## src/rtl/avrspi_slave.sv

```systemverilog
// avrspi_slave: fabric-side SPI mode-0 slave for the AVR link.
// All pins are oversampled in the fclk domain. Received bytes are presented
// as a one-cycle strobe. A response byte from a holding register is shifted
// back on spidi, MSB first.
// Optional feature macro: AVRSPI_TXBUF_EN adds a valid flag on the holding
// register, plus tx_empty/tx_underrun outputs. Underrun bytes are sent as 0xFF.
module avrspi_slave #(
  parameter int SYNC_STAGES = 2
) (
  input  logic       fclk,
  input  logic       rst,
  input  logic       spics_n,
  input  logic       spick,
  input  logic       spido,
  output logic       spidi,
  output logic [7:0] rx_data,
  output logic       rx_stb,
  output logic       rx_first,
  output logic       cs_start,
  output logic       cs_end,
  input  logic [7:0] tx_data,
  input  logic       tx_load
`ifdef AVRSPI_TXBUF_EN
  ,
  output logic       tx_empty,
  output logic       tx_underrun
`endif
);

  typedef enum logic {IDLE, ACTIVE} state_t;

  state_t                 state, state_nxt;
  logic [SYNC_STAGES-1:0] cs_sync, ck_sync, do_sync;
  logic                   cs_hist, ck_hist;
  logic                   cs_s, ck_s, do_s;
  logic                   cs_fall, cs_rise, ck_rise, ck_fall;
  logic                   enter, leave, reload;
  logic [7:0]             hold, hold_nxt, reload_val;
  logic [7:0]             tx_shift;
  logic [6:0]             rx_shift;
  logic [2:0]             bit_cnt;
  logic                   first_flag;
`ifdef AVRSPI_TXBUF_EN
  logic                   hold_vld;
  logic                   underrun;
`endif

  // Pin synchronizers plus history flops. These are not reset, so that no
  // phantom edge appears when rst releases.
  always_ff @(posedge fclk) begin
    cs_sync <= {cs_sync[SYNC_STAGES-2:0], spics_n};
    ck_sync <= {ck_sync[SYNC_STAGES-2:0], spick};
    do_sync <= {do_sync[SYNC_STAGES-2:0], spido};
    cs_hist <= cs_sync[SYNC_STAGES-1];
    ck_hist <= ck_sync[SYNC_STAGES-1];
  end

  // Edge detection on the synchronized pins.
  always_comb begin
    cs_s    = cs_sync[SYNC_STAGES-1];
    ck_s    = ck_sync[SYNC_STAGES-1];
    do_s    = do_sync[SYNC_STAGES-1];
    cs_fall = cs_hist & ~cs_s;
    cs_rise = ~cs_hist & cs_s;
    ck_rise = ~ck_hist & ck_s;
    ck_fall = ck_hist & ~ck_s;
  end

  // Frame FSM next state, tx reload decision and MISO output.
  always_comb begin
    state_nxt = state;
    enter     = 1'b0;
    leave     = 1'b0;
    case (state)
      IDLE:   if (cs_fall) begin state_nxt = ACTIVE; enter = 1'b1; end
      ACTIVE: if (cs_rise) begin state_nxt = IDLE;   leave = 1'b1; end
      default: state_nxt = IDLE;
    endcase
    // A tx_load in the reload cycle is what gets shifted out.
    hold_nxt = tx_load ? tx_data : hold;
    reload   = enter | ((state == ACTIVE) & ~cs_rise & ck_fall & (bit_cnt == 3'd0));
`ifdef AVRSPI_TXBUF_EN
    reload_val = (tx_load | hold_vld) ? hold_nxt : 8'hFF;
    underrun   = reload & ~tx_load & ~hold_vld;
    tx_empty   = ~hold_vld;
`else
    reload_val = hold_nxt;
`endif
    spidi = (state == ACTIVE) ? tx_shift[7] : 1'b1;
  end

  // Frame state register.
  always_ff @(posedge fclk) begin
    if (rst) state <= IDLE;
    else     state <= state_nxt;
  end

  // Shift registers, bit counter, holding register and output strobes.
  always_ff @(posedge fclk) begin
    if (rst) begin
      rx_data    <= 8'h00;
      rx_stb     <= 1'b0;
      rx_first   <= 1'b0;
      cs_start   <= 1'b0;
      cs_end     <= 1'b0;
      hold       <= 8'hFF;
      tx_shift   <= 8'h00;
      rx_shift   <= 7'h00;
      bit_cnt    <= 3'd0;
      first_flag <= 1'b0;
`ifdef AVRSPI_TXBUF_EN
      hold_vld    <= 1'b0;
      tx_underrun <= 1'b0;
`endif
    end else begin
      rx_stb   <= 1'b0;
      rx_first <= 1'b0;
      cs_start <= cs_fall;
      cs_end   <= cs_rise;
      hold     <= hold_nxt;
`ifdef AVRSPI_TXBUF_EN
      tx_underrun <= underrun;
      if (reload)       hold_vld <= 1'b0;
      else if (tx_load) hold_vld <= 1'b1;
`endif
      if (reload)
        tx_shift <= reload_val;
      else if ((state == ACTIVE) && !cs_rise && ck_fall)
        tx_shift <= {tx_shift[6:0], 1'b1};

      if (enter) begin
        bit_cnt    <= 3'd0;
        rx_shift   <= 7'h00;
        first_flag <= 1'b1;
      end else if (leave) begin
        // Partial byte is dropped; a cs rise beats a same-cycle 8th spick rise.
        bit_cnt  <= 3'd0;
        rx_shift <= 7'h00;
      end else if ((state == ACTIVE) && ck_rise) begin
        rx_shift <= {rx_shift[5:0], do_s};
        bit_cnt  <= bit_cnt + 3'd1;
        if (bit_cnt == 3'd7) begin
          rx_data    <= {rx_shift, do_s};
          rx_stb     <= 1'b1;
          rx_first   <= first_flag;
          first_flag <= 1'b0;
        end
      end
    end
  end

endmodule
```

## config.mk

```make
export PLATFORM = sky130hd
export DESIGN_NAME = avrspi_slave
export DESIGN_NICKNAME = d
export VERILOG_FILES = /design/src/rtl/avrspi_slave.sv
export SDC_FILE = /design/constraint.sdc
export NUM_CORES = 1
export LEC_CHECK = 0
export CORE_AREA = 4 4 53 103
export CTS_BUF_LIST = sky130_fd_sc_hd__clkbuf_4
export DETAILED_ROUTE_END_ITERATION = 10
export DIE_AREA = 0 0 57 107
export SETUP_SLACK_MARGIN = 0.05
export SYNTH_ARGS = -nofsm -noshare
export SYNTH_HDL_FRONTEND = slang
export SYNTH_SLANG_ARGS = --single-unit
```

## constraint.sdc

```tcl
create_clock -name fclk -period 1.7 [get_ports fclk]
set_clock_uncertainty 0.1 [all_clocks]
set_input_delay 0.425 -clock fclk [delete_from_list [all_inputs] [get_ports fclk]]
set_output_delay 0.425 -clock fclk [all_outputs]
set_load 0.02 [all_outputs]
```

==> run_results.csv <==
group,metric,value,unit
hold_path,worstHoldPathType,"flop to flop",
sta,setup_viol,0,
worst_setup_path,crit_family,"flip-flops",
finish,area_growth,25.5,%
die,die-area,6100,µm²
global_route,antenna_found_initial,0,
finish,fin_nets,217,
sta,max_clock_freq,634,MHz
power,p_total,0.00204,W
sta,drv_slew,0,
worst_setup_path,reg2reg_from,"cs_sync[1]$_DFF_P_",
worst_setup_path,endpoint,"rx_data[7]",
route,remaining_drc_errors,0,
clock_network,postCtsHoldBufs,0,
placed_design,dp_hpwl,2560,µm
clock_network,worstSkewPairLatency,0.36,ns
clock_network,cts_buffers,5,
sta,fin_crit,1.58,ns
clock_network,cts_tree,"built",
sta,worst_pin_slew,0.476,ns
clock_network,h-tree-depth,2,
worst_setup_path,crit_slowest_cell,"dfxtp_1",
power,leakage,0.939,nW
worst_setup_path,worstPathRequired,1.17,ns
finish,final_area,2250,µm²
finish,layout.cells.non_filler,256,
global_route,first_global_vias,1283,
status,status,"finished, final reports clean",
route,wire_per_inst,13.3,µm
clock_network,cts.sinks,48,
finish,multi_input_area,764,µm²
global_route,grt_max_degree,23,
finish,fillers,472,
route,dr.pass1.iters,4,
sta,relSlewSlack,68.1,%
worst_setup_path,crit_start,"rx_data[7]$_SDFFE_PP0P_",
clock_network,cts_buffer_depth,2,
worst_setup_path,crit_chain,"dlygate4sd2_1",
power,irDropWorstVdd,528,µV
finish,regArea,963,µm²
sta,rsz0062_at_grt,"no",
worst_setup_path,reg2reg_depth,4,
worst_setup_path,r2r-end,"tx_shift[6]$_SDFFE_PP0P_",
finish,num_antenna_cells,0,
logic_synthesis,ys_seq_elements,48,
route,routed_via_density,4.86,
logic_synthesis,syn_area_per_cell,10.9,µm²
logic_synthesis,syn_nets,181,
finish,drive_gt1_share,24.9,%
route,wirelength,3400,µm
flow_run,drv_cap,0,
power,power_density,908,nW/µm²
logic_synthesis,syn-instance-count,164,
worst_setup_path,r2r_slack,0.19,ns
route,drt_iter0_drc,22,
die,core,4640,µm²
global_route,grt_first_pass_wirelength,5800,µm
sta,hold_viol,0,
placed_design,place_inst,245,
logic_synthesis,yosysSeqAreaShare,53.6,%
worst_setup_path,path_class,"flop to output pin",
die,die_w,57,µm
worst_setup_path,end_kind,"output pin",
logic_synthesis,mappedNetlistArea,1790,µm²
route,drtAntennaViolNets,0,
clock_network,root_buffer,"clkbuf_4",
sta,layout_setup_ws,0.124,ns
logic_synthesis,synth_cell_types,29,
die,die_y,107,µm
die,initial_core_util,38.6,%
worst_setup_path,path_depth,1,
placed_design,pre_cts_slack,-0.217,ns
sta,min_period_over_period,92.7,%
route,vias,1244,
die,rows,35,
placed_design,port_buffers,26,
worst_setup_path,critPathMaxFanout,2,
worst_setup_path,arrival,1.05,ns
finish,final_util,48.4,%
placed_design,place_congestion,0.729,
clock_network,clk_pin_slew,0.14,ns
global_route,grt_util_all_layers,12.1,%
logic_synthesis,ys_warn_count,0,
die,pin_count,27,
worst_setup_path,critPathBufInv,1,
placed_design,placed_area,2150,µm²
worst_setup_path,critPathMaxStageDelay,0.36,ns
global_route,overflow,0,
worst_setup_path,worstSetupStartpointType,"flop",
-- cells in the mapped netlist --
cell type  number  area, µm²
a211o_1         1       8.76
and2_1          1       6.26
a21oi_1        10       50.1
xnor2_1         1       8.76
nor3b_4         1       18.8
nor3b_1         1       7.51
or2_0           1       6.26
nor2_1         13       48.8
nand3_1         9       45.0
nand2b_2        1       8.76
nand4_1         1       6.26
a21oi_2         1       8.76
a41oi_2         1       16.3
o2bb2ai_2       7        105
inv_1           4       15.0
mux2_2          7       78.8
clkbuf_1        4       15.0
ha_1            3       37.5
buf_2           4       20.0
nand2b_1        3       18.8
dfxtp_1        48        961
buf_6           2       22.5
clkinv_1        1       3.75
nor2b_1         3       18.8
o21ai_0         1       5.00
or2_2           7       43.8
mux2i_1        16        160
nand2_1        11       41.3
nor3_1          1       5.00
-- cells in the final DEF, fill, tap and decap left out, drive strengths merged, types with 2 or more instances in the layout --
cell,netlist,routed
mux2i,16,16
buf,6,14
a21oi,11,11
clkbuf,4,5
mux2,7,7
nor2b,3,3
clkdlybuf4s15,0,2
dfxtp,48,48
inv,4,4
or2,8,8
nand2b,4,4
clkinv,1,2
ha,3,3
nand3,9,9
nor2,13,13
clkdlybuf4s50,0,13
nor3b,2,2
o2bb2ai,7,7
nand2,11,11
dlygate4sd2,0,10
-- worst min path at each step --
stage                     cells past startpoint                 end  slack (ns)                from
final                                         0  cs_sync[1]$_DFF_P_        0.24  cs_sync[0]$_DFF_P_
after global placement                        0  cs_sync[1]$_DFF_P_        0.21  cs_sync[0]$_DFF_P_
after detailed placement                      0  cs_sync[1]$_DFF_P_        0.21  cs_sync[0]$_DFF_P_
after floorplan                               0  ck_sync[1]$_DFF_P_        0.21  ck_sync[0]$_DFF_P_
after CTS                                     0  cs_sync[1]$_DFF_P_        0.24  cs_sync[0]$_DFF_P_
after global routing                          0  do_sync[1]$_DFF_P_        0.25  do_sync[0]$_DFF_P_
-- where the power goes --
part | switching [W] | total, W | leakage, nW | internal (W)
logic | 0.0000848 | 0.000189 | 0.504 | 0.000104
clock network | 0.000354 | 0.000661 | 0.0412 | 0.000307
registers | 0.0000227 | 0.00119 | 0.394 | 0.00117
total | 0.000462 | 0.00204 | 0.939 | 0.00158
-- sequential cells by signal, summed over array words and instances (netlist names), 2 cells and up --
signal	flops
bit_cnt	3
ck_sync	2
cs_sync	2
do_sync	2
hold	8
rx_data	8
rx_shift	7
tx_shift	8
-- final cells by class --
type,instances,area share [%]
clock buffers,5,1.67
clock inverters,3,1.89
inverters,5,0.835
multi-input cells,101,34.0
flip-flops and latches,48,42.8
well taps,55,3.06
repair buffers,39,15.7
-- stage by stage --
step	setup TNS, ns	hold slack, ns
2_1_floorplan	0	0.210
3_3_place_gp	-2.39	0.210
3_5_place_dp	-2.90	0.212
4_1_cts	0	0.243
5_1_grt	0	0.248
6_report	0	0.242
-- cell families after synthesis --
| group | count (synthesis) | synth area share (%) |
|---|---|---|
| xor gates and xnor gates | 1 | 0.489 |
| and+or+nand+nor | 53 | 15.4 |
| buffers and inverters | 15 | 4.26 |
| muxes | 23 | 13.3 |
| AOI/OAI and AO/OA | 21 | 10.8 |
| adders and majority gates | 3 | 2.10 |
| DFF | 48 | 53.6 |
-- per-layer routing --
| metal | share of wire [%] | global-route usage, % | vias up |
|---|---|---|---|
| li1 | - | - | 627 |
| met1 | 39 | 12.3 | 588 |
| met2 | 55 | 22.4 | 24 |
| met3 | 3.3 | 3.13 | 5 |
| met4 | 2.2 | 5.47 | 0 |
| met5 | 0 | 0 | - |
-- what timing repair did --
item                                    4_1_cts  5_1_grt
setup buffers                                 1        2
hold endpoints to repair                      0        0
pin swaps                                     0        1
resized for setup                            18        4
endpoints found under the setup margin       20        6
Note: power is estimated with default switching activity, not from simulation.
